$ cat src/rtl/button_event_arbiter_if.sv
// button_event_arbiter_if: valid/ready event channel from the button arbiter to the stopwatch control
// Signals:
//   evt_valid  event available (driven by master)
//   evt_ready  consumer accepts event (driven by slave)
//   evt_id     index of the button for this event
//   evt_long   1 = long press, 0 = short press
interface button_event_arbiter_if #(
    parameter int ID_W = 2
);
    logic            evt_valid;
    logic            evt_ready;
    logic [ID_W-1:0] evt_id;
    logic            evt_long;
    modport master(output evt_valid, evt_id, evt_long, input evt_ready);
    modport slave(input evt_valid, evt_id, evt_long, output evt_ready);
endinterface

$ cat src/rtl/button_event_arbiter.sv
// button_event_arbiter: detects button presses, serves one at a time, classifies short/long, emits events
// Ports:
//   clk            system clock, rising edge
//   rst            asynchronous active-high reset
//   btn_db_i       debounced button levels, 1 = pressed
//   evt            event channel (master side): valid/ready/id/long
//   pause_state_o  toggles on accepted short event of PAUSE_ID
//   busy_o         high whenever the FSM is not idle
//   ovf_o          one-cycle pulse when a press coalesces into an already pending request
// Optional feature: define BTN_ARB_ROUND_ROBIN_EN for round-robin arbitration
// (default is fixed priority, lowest index first).
module button_event_arbiter #(
    parameter int NUM_BTN     = 4,
    parameter int ID_W        = 2,
    parameter int CNT_W       = 27,
    parameter int LONG_CYCLES = 100000000,
    parameter int PAUSE_ID    = 1
) (
    input  logic                  clk,
    input  logic                  rst,
    input  logic [NUM_BTN-1:0]    btn_db_i,
    button_event_arbiter_if.master evt,
    output logic                  pause_state_o,
    output logic                  busy_o,
    output logic                  ovf_o
);
    typedef enum logic [1:0] {IDLE, TRACK, EMIT, WAIT_REL} state_t;

    state_t               state_q, state_d;
    logic [NUM_BTN-1:0]   prev_q, prev_d;
    logic [NUM_BTN-1:0]   pending_q, pending_d;
    logic [ID_W-1:0]      grant_q, grant_d;
    logic [CNT_W-1:0]     cnt_q, cnt_d;
    logic                 valid_q, valid_d;
    logic                 long_q, long_d;
    logic                 pause_q, pause_d;
    logic                 ovf_q, ovf_d;
    logic [NUM_BTN-1:0]   rise;
    logic [NUM_BTN-1:0]   clr;
    logic [ID_W-1:0]      sel;

    assign rise = btn_db_i & ~prev_q;

`ifdef BTN_ARB_ROUND_ROBIN_EN
    logic [ID_W-1:0] last_q, last_d;
    // Walk backwards from the farthest candidate so the nearest one after last grant wins.
    always_comb begin
        sel = '0;
        for (int k = NUM_BTN - 1; k >= 0; k--)
            if (pending_q[(int'(last_q) + 1 + k) % NUM_BTN])
                sel = ID_W'((int'(last_q) + 1 + k) % NUM_BTN);
    end
    always_ff @(posedge clk or posedge rst)
        if (rst) last_q <= ID_W'(NUM_BTN - 1);
        else     last_q <= last_d;
`else
    // Lowest pending index wins.
    always_comb begin
        sel = '0;
        for (int k = NUM_BTN - 1; k >= 0; k--)
            if (pending_q[k]) sel = ID_W'(k);
    end
`endif

    always_comb begin
        state_d = state_q;
        grant_d = grant_q;
        cnt_d   = cnt_q;
        valid_d = valid_q;
        long_d  = long_q;
        pause_d = pause_q;
        clr     = '0;
`ifdef BTN_ARB_ROUND_ROBIN_EN
        last_d  = last_q;
`endif
        case (state_q)
            IDLE: begin
                if (|pending_q) begin
                    grant_d  = sel;
                    clr[sel] = 1'b1;
                    cnt_d    = '0;
                    state_d  = TRACK;
`ifdef BTN_ARB_ROUND_ROBIN_EN
                    last_d   = sel;
`endif
                end
            end
            TRACK: begin
                // Release wins over reaching the long threshold on the same cycle.
                if (!btn_db_i[grant_q]) begin
                    long_d  = 1'b0;
                    valid_d = 1'b1;
                    state_d = EMIT;
                end else if (cnt_q == CNT_W'(LONG_CYCLES - 1)) begin
                    long_d  = 1'b1;
                    valid_d = 1'b1;
                    state_d = EMIT;
                end else begin
                    cnt_d = cnt_q + 1'b1;
                end
            end
            EMIT: begin
                if (evt.evt_ready) begin
                    valid_d = 1'b0;
                    state_d = long_q ? WAIT_REL : IDLE;
                    pause_d = (!long_q && grant_q == ID_W'(PAUSE_ID)) ? ~pause_q : pause_q;
                end
            end
            WAIT_REL: state_d = btn_db_i[grant_q] ? WAIT_REL : IDLE;
            default:  state_d = IDLE;
        endcase
        // A rise on the same edge as the grant is kept as a fresh request.
        pending_d = (pending_q & ~clr) | rise;
        prev_d    = btn_db_i;
        ovf_d     = |(rise & pending_q);
    end

    always_ff @(posedge clk or posedge rst) begin
        if (rst) begin
            state_q   <= IDLE;
            prev_q    <= '1;
            pending_q <= '0;
            grant_q   <= '0;
            cnt_q     <= '0;
            valid_q   <= 1'b0;
            long_q    <= 1'b0;
            pause_q   <= 1'b0;
            ovf_q     <= 1'b0;
        end else begin
            state_q   <= state_d;
            prev_q    <= prev_d;
            pending_q <= pending_d;
            grant_q   <= grant_d;
            cnt_q     <= cnt_d;
            valid_q   <= valid_d;
            long_q    <= long_d;
            pause_q   <= pause_d;
            ovf_q     <= ovf_d;
        end
    end

    assign evt.evt_valid = valid_q;
    assign evt.evt_id    = grant_q;
    assign evt.evt_long  = long_q;
    assign pause_state_o = pause_q;
    assign busy_o        = (state_q != IDLE);
    assign ovf_o         = ovf_q;
endmodule

$ cat src/flat_wrapper.sv
// flat-port wrapper written by rule: the top's interface ports become plain ports
module button_event_arbiter_flat 
#(
    parameter int NUM_BTN     = 4,
    parameter int ID_W        = 2,
    parameter int CNT_W       = 27,
    parameter int LONG_CYCLES = 100000000,
    parameter int PAUSE_ID    = 1
)
  (clk, rst, btn_db_i, pause_state_o, busy_o, ovf_o, evt_evt_valid, evt_evt_id, evt_evt_long, evt_evt_ready);
  button_event_arbiter_if #(.ID_W(ID_W)) evt_i ();
  input  logic clk;
  input  logic rst;
  input  logic [NUM_BTN-1:0] btn_db_i;
  output logic pause_state_o;
  output logic busy_o;
  output logic ovf_o;
  output wire logic [$bits(evt_i.evt_valid)-1:0] evt_evt_valid;
  output wire logic [$bits(evt_i.evt_id)-1:0] evt_evt_id;
  output wire logic [$bits(evt_i.evt_long)-1:0] evt_evt_long;
  input wire logic [$bits(evt_i.evt_ready)-1:0] evt_evt_ready;
  assign evt_evt_valid = evt_i.evt_valid;
  assign evt_evt_id = evt_i.evt_id;
  assign evt_evt_long = evt_i.evt_long;
  assign evt_i.evt_ready = evt_evt_ready;
  button_event_arbiter #(.NUM_BTN(NUM_BTN), .ID_W(ID_W), .CNT_W(CNT_W), .LONG_CYCLES(LONG_CYCLES), .PAUSE_ID(PAUSE_ID)) u_core (.clk(clk), .rst(rst), .btn_db_i(btn_db_i), .evt(evt_i), .pause_state_o(pause_state_o), .busy_o(busy_o), .ovf_o(ovf_o));
endmodule
$ cat config.mk
export PLATFORM = sky130hd
export DESIGN_NAME = button_event_arbiter_flat
export DESIGN_NICKNAME = d
export VERILOG_FILES = /design/src/rtl/button_event_arbiter_if.sv /design/src/rtl/button_event_arbiter.sv /design/src/flat_wrapper.sv
export SDC_FILE = /design/constraint.sdc
export NUM_CORES = 1
export LEC_CHECK = 0
export CAP_MARGIN = 40
export CORE_MARGIN = 10
export CORE_UTILIZATION = 41
export DETAILED_ROUTE_END_ITERATION = 7
export GPL_TIMING_DRIVEN = 0
export HOLD_SLACK_MARGIN = 0.1
export PLACE_DENSITY = 0.57
export SYNTH_ARGS = -nofsm -noshare
export SYNTH_HDL_FRONTEND = slang
export SYNTH_SLANG_ARGS = --single-unit
$ cat constraint.sdc
create_clock -name clk -period 2.8 [get_ports clk]
set_input_delay 0.56 -clock clk [delete_from_list [all_inputs] [get_ports clk]]
set_output_delay 0.56 -clock clk [all_outputs]
set_load 0.005 [all_outputs]
==> impl_metrics.yaml <==
status:
  status: "complete, no violations"
worst_setup_path:
  cp-start-kind: "register"
  r2r_setup_slack_ns: 0.14
  path_depth: 6
  max_stage_delay_ns: 0.55
  crit_buf_inv: 1
  crit_start: "u_core.cnt_q[25]"
  critPathMaxFanout: 10
  critPathArrivalTime_ns: 2.84
  r2r_end: "u_core.cnt_q[13]"
  crit_required_ns: 2.98
  path_cells: "or4_4 -> or4_4 -> o41a_1 -> buf_6 -> and4_1 -> a221o_1"
  r2r_start: "u_core.cnt_q[25]"
  critPathSlowestCell: "or4_4"
  cpMostUsedCell: "or4_4"
  cp_top_family: "simple AND/OR/NAND/NOR gates"
  reg2regPathDepth: 6
  worstSetupPathType: "reg -> reg"
  worst_setup_path_end_kind: "register"
  critPathCapture: "u_core.cnt_q[13]"
layout:
  drive_above_1_share_pct: 14.3
  multiInputGateArea_um2: 1420
  seqCellArea_um2: 1080
  insertedDiodeCount: 0
  fillCellCount: 582
  area_growth_pct: 14.5
  fin_nets: 299
sta:
  setup_ws_ns: 0.140
  finalClockSkew_ns: 0.0144
  hold_violations: 0
  slew_viol_final: 0
  finalCritPeriodShare_pct: 95.0
  setup-tns-final_ns: 0
  rsz0062_at_grt: "false"
  setup_viol: 0
  fmax_ghz: 0.376
  period_needed_ns: 2.66
  worst_pin_slew_ns: 0.854
  slew_headroom_pct: 42.5
grt:
  gr-usage-all-layers_pct: 13.4
  grt_pass1_vias: 2121
  grt.overflow.total: 0
  grt_pass1_wl_um: 11100
  antenna_found_initial: 0
  grt_max_degree: 31
synthesis:
  ys_ff_latch: 43
  yosys_warnings: 0
  synth_area_leaders: "dfrtp_1, a221o_1, dfstp_2, and4_1, ha_1"
  syn_inst: 264
  postSynth.asyncResetShare_pct: 100
  yosysUniqueCellTypes: 58
  synth_top_area_share_pct: 37.5
  synth.yosys.seq_area_share_pct: 41.5
  synth_edf_count: 0
  syn_area_um2: 2600
  synth-main-ff-cell: "dfrtp_1"
  syn_nets: 277
  yosysTopAreaCell: "dfrtp_1"
  synth_most_common_cell: "dfrtp_1"
  syn_area_per_cell_um2: 9.86
  synth_common_cells: "dfrtp_1, a221o_1, nor2_1, inv_1, nand2_1"
drt:
  dr.pass1.iters: 4
  ant_nets: 0
  drt_iter0_drc: 140
  drc: 0
  num_vias: 2179
  wl_per_cell_um: 18.1
  wirelength_um: 6560
  via_per_inst: 6.02
floorplanning:
  rows: 28
  io_pins: 14
  dieArea_um2: 9930
  core-area_um2: 6030
  fp.dieW_um: 99.7
  start_util_pct: 43.2
  die_h_um: 99.7
placed_design:
  gp_congestion: 0.852
  portBuffers: 13
  place_ws_ns: -0.460
  dp_hpwl_um: 4680
clocking:
  clockBufferDepth: 2
  insertion_delay_ns: 0.31
  path_clk_slew_ns: 0.09
  cts_hold_buf: 0
  htreeDepth: 2
  root_buffer: "clkbuf_8"
  cts_buffers: 5
  cts_tree: "yes"
  cts.sinks: 43
min_path:
  holdCritStartpoint: "u_core.pause_state_o"
  hold_path_class: "reg -> reg"
power_and_ir_drop:
  power.density_nw_per_um2: 758
  power_w: 0.00226
  p_leak_nw: 1.28
  peakVddDrop_mv: 0.474
flow_run:
  drv_cap: 0
==> sequential cells by signal, indices dropped and copies added, names as in the netlist <==
signal                cells
u_core.cnt_q             27
u_core.evt.evt_id         2
u_core.evt.evt_long       1
u_core.evt.evt_valid      1
u_core.ovf_o              1
u_core.pause_state_o      1
u_core.pending_q          4
u_core.prev_q             4
u_core.state_q            2
==> metal layers <==
layer / GRT usage, % / routed length (µm) / up-vias
met2: 19.9 / 2950 / 29
met5: 0 / 0 / -
met3: 2.35 / 204 / 7
met1: 18.8 / 3330 / 1075
li1: - / - / 1068
met4: 5.29 / 74 / 0
==> kinds of logic (layout without fill, tap and decap cells) <==
kind of cell               count (synthesis)  count (layout)  share of synthesized area, %
AOI/OAI and AO/OA                         62              62                          19.5
xor gates and xnor gates                   3               3                          1.01
adders and majority gates                  6               6                          2.88
buffers and inverters                     26              49                          4.86
DFF                                       43              43                          41.5
muxes                                      4               4                          2.07
and+or+nand+nor                          120             120                          28.2
==> layout make-up <==
type                       instances  area share, %
buffer                            10           2.69
clock buffer                       6           2.44
clock inverter                     2          0.462
inverter                          14           1.76
multi-input combinational        195           47.5
sequential                        43           36.3
tap                               75           3.15
timing repair buffer              17           5.71
==> report_power, final <==
part	internal, W	leakage [nW]	switching, W
registers	0.000710	0.555	0.0000834
clock network	0.000176	0.0452	0.000225
logic	0.000422	0.682	0.000640
==> cells in the final DEF, fill, tap and decap left out, types with 5 or more instances in the layout <==
cell type         n
a21oi_1           6
a221o_1          17
and2_1            8
and3_1            8
and4_1           11
clkbuf_8          5
clkdlybuf4s50_1  13
dfrtp_1          39
ha_1              6
inv_1            13
nand2_1          12
nand3_1           8
nand4_1           9
nor2_1           17
nor2b_1           6
nor3_1            7
nor4_1            8
nor4b_1           7
o21ai_0          11
==> how the worst min path moves through the flow <==
stage | slack, ns | cells past startpoint | to
2_1_floorplan | 0.47 | 1 | u_core.pause_state_o
3_3_place_gp | 0.46 | 1 | u_core.pause_state_o
3_5_place_dp | 0.47 | 1 | u_core.evt.evt_valid
4_1_cts | 0.49 | 1 | u_core.pause_state_o
5_1_grt | 0.52 | 1 | u_core.pause_state_o
6_report | 0.48 | 1 | u_core.pause_state_o
==> worst register-to-register path, stage by stage, from the launching register on <==
cell and delay [ns]:
dfrtp_1 0.44, or4_4 0.55, or4_4 0.55, o41a_1 0.39, buf_6 0.18, and4_1 0.19
a221o_1 0.25
==> metrics by stage <==
stage | hold WS [ns] | instances | util (%) | cell area (µm²)
4_1_cts | 0.494 | 362 | 49.4 | 2980
3_3_place_gp | 0.461 | 352 | 46.9 | 2830
5_1_grt | 0.518 | 362 | 49.4 | 2980
6_report | 0.479 | 362 | 49.4 | 2980
2_1_floorplan | 0.468 | 264 | - | 2600
3_5_place_dp | 0.475 | 354 | 47.3 | 2850
==> what timing repair did <==
item | 4_1_cts | 5_1_grt
pin swaps | 3 | 0
cloned | 0 | 0
resized for setup | 10 | 1
setup endpoints to repair | 24 | 16
buffers inserted | 2 | 0
Note: power is estimated with default switching activity, not from simulation.
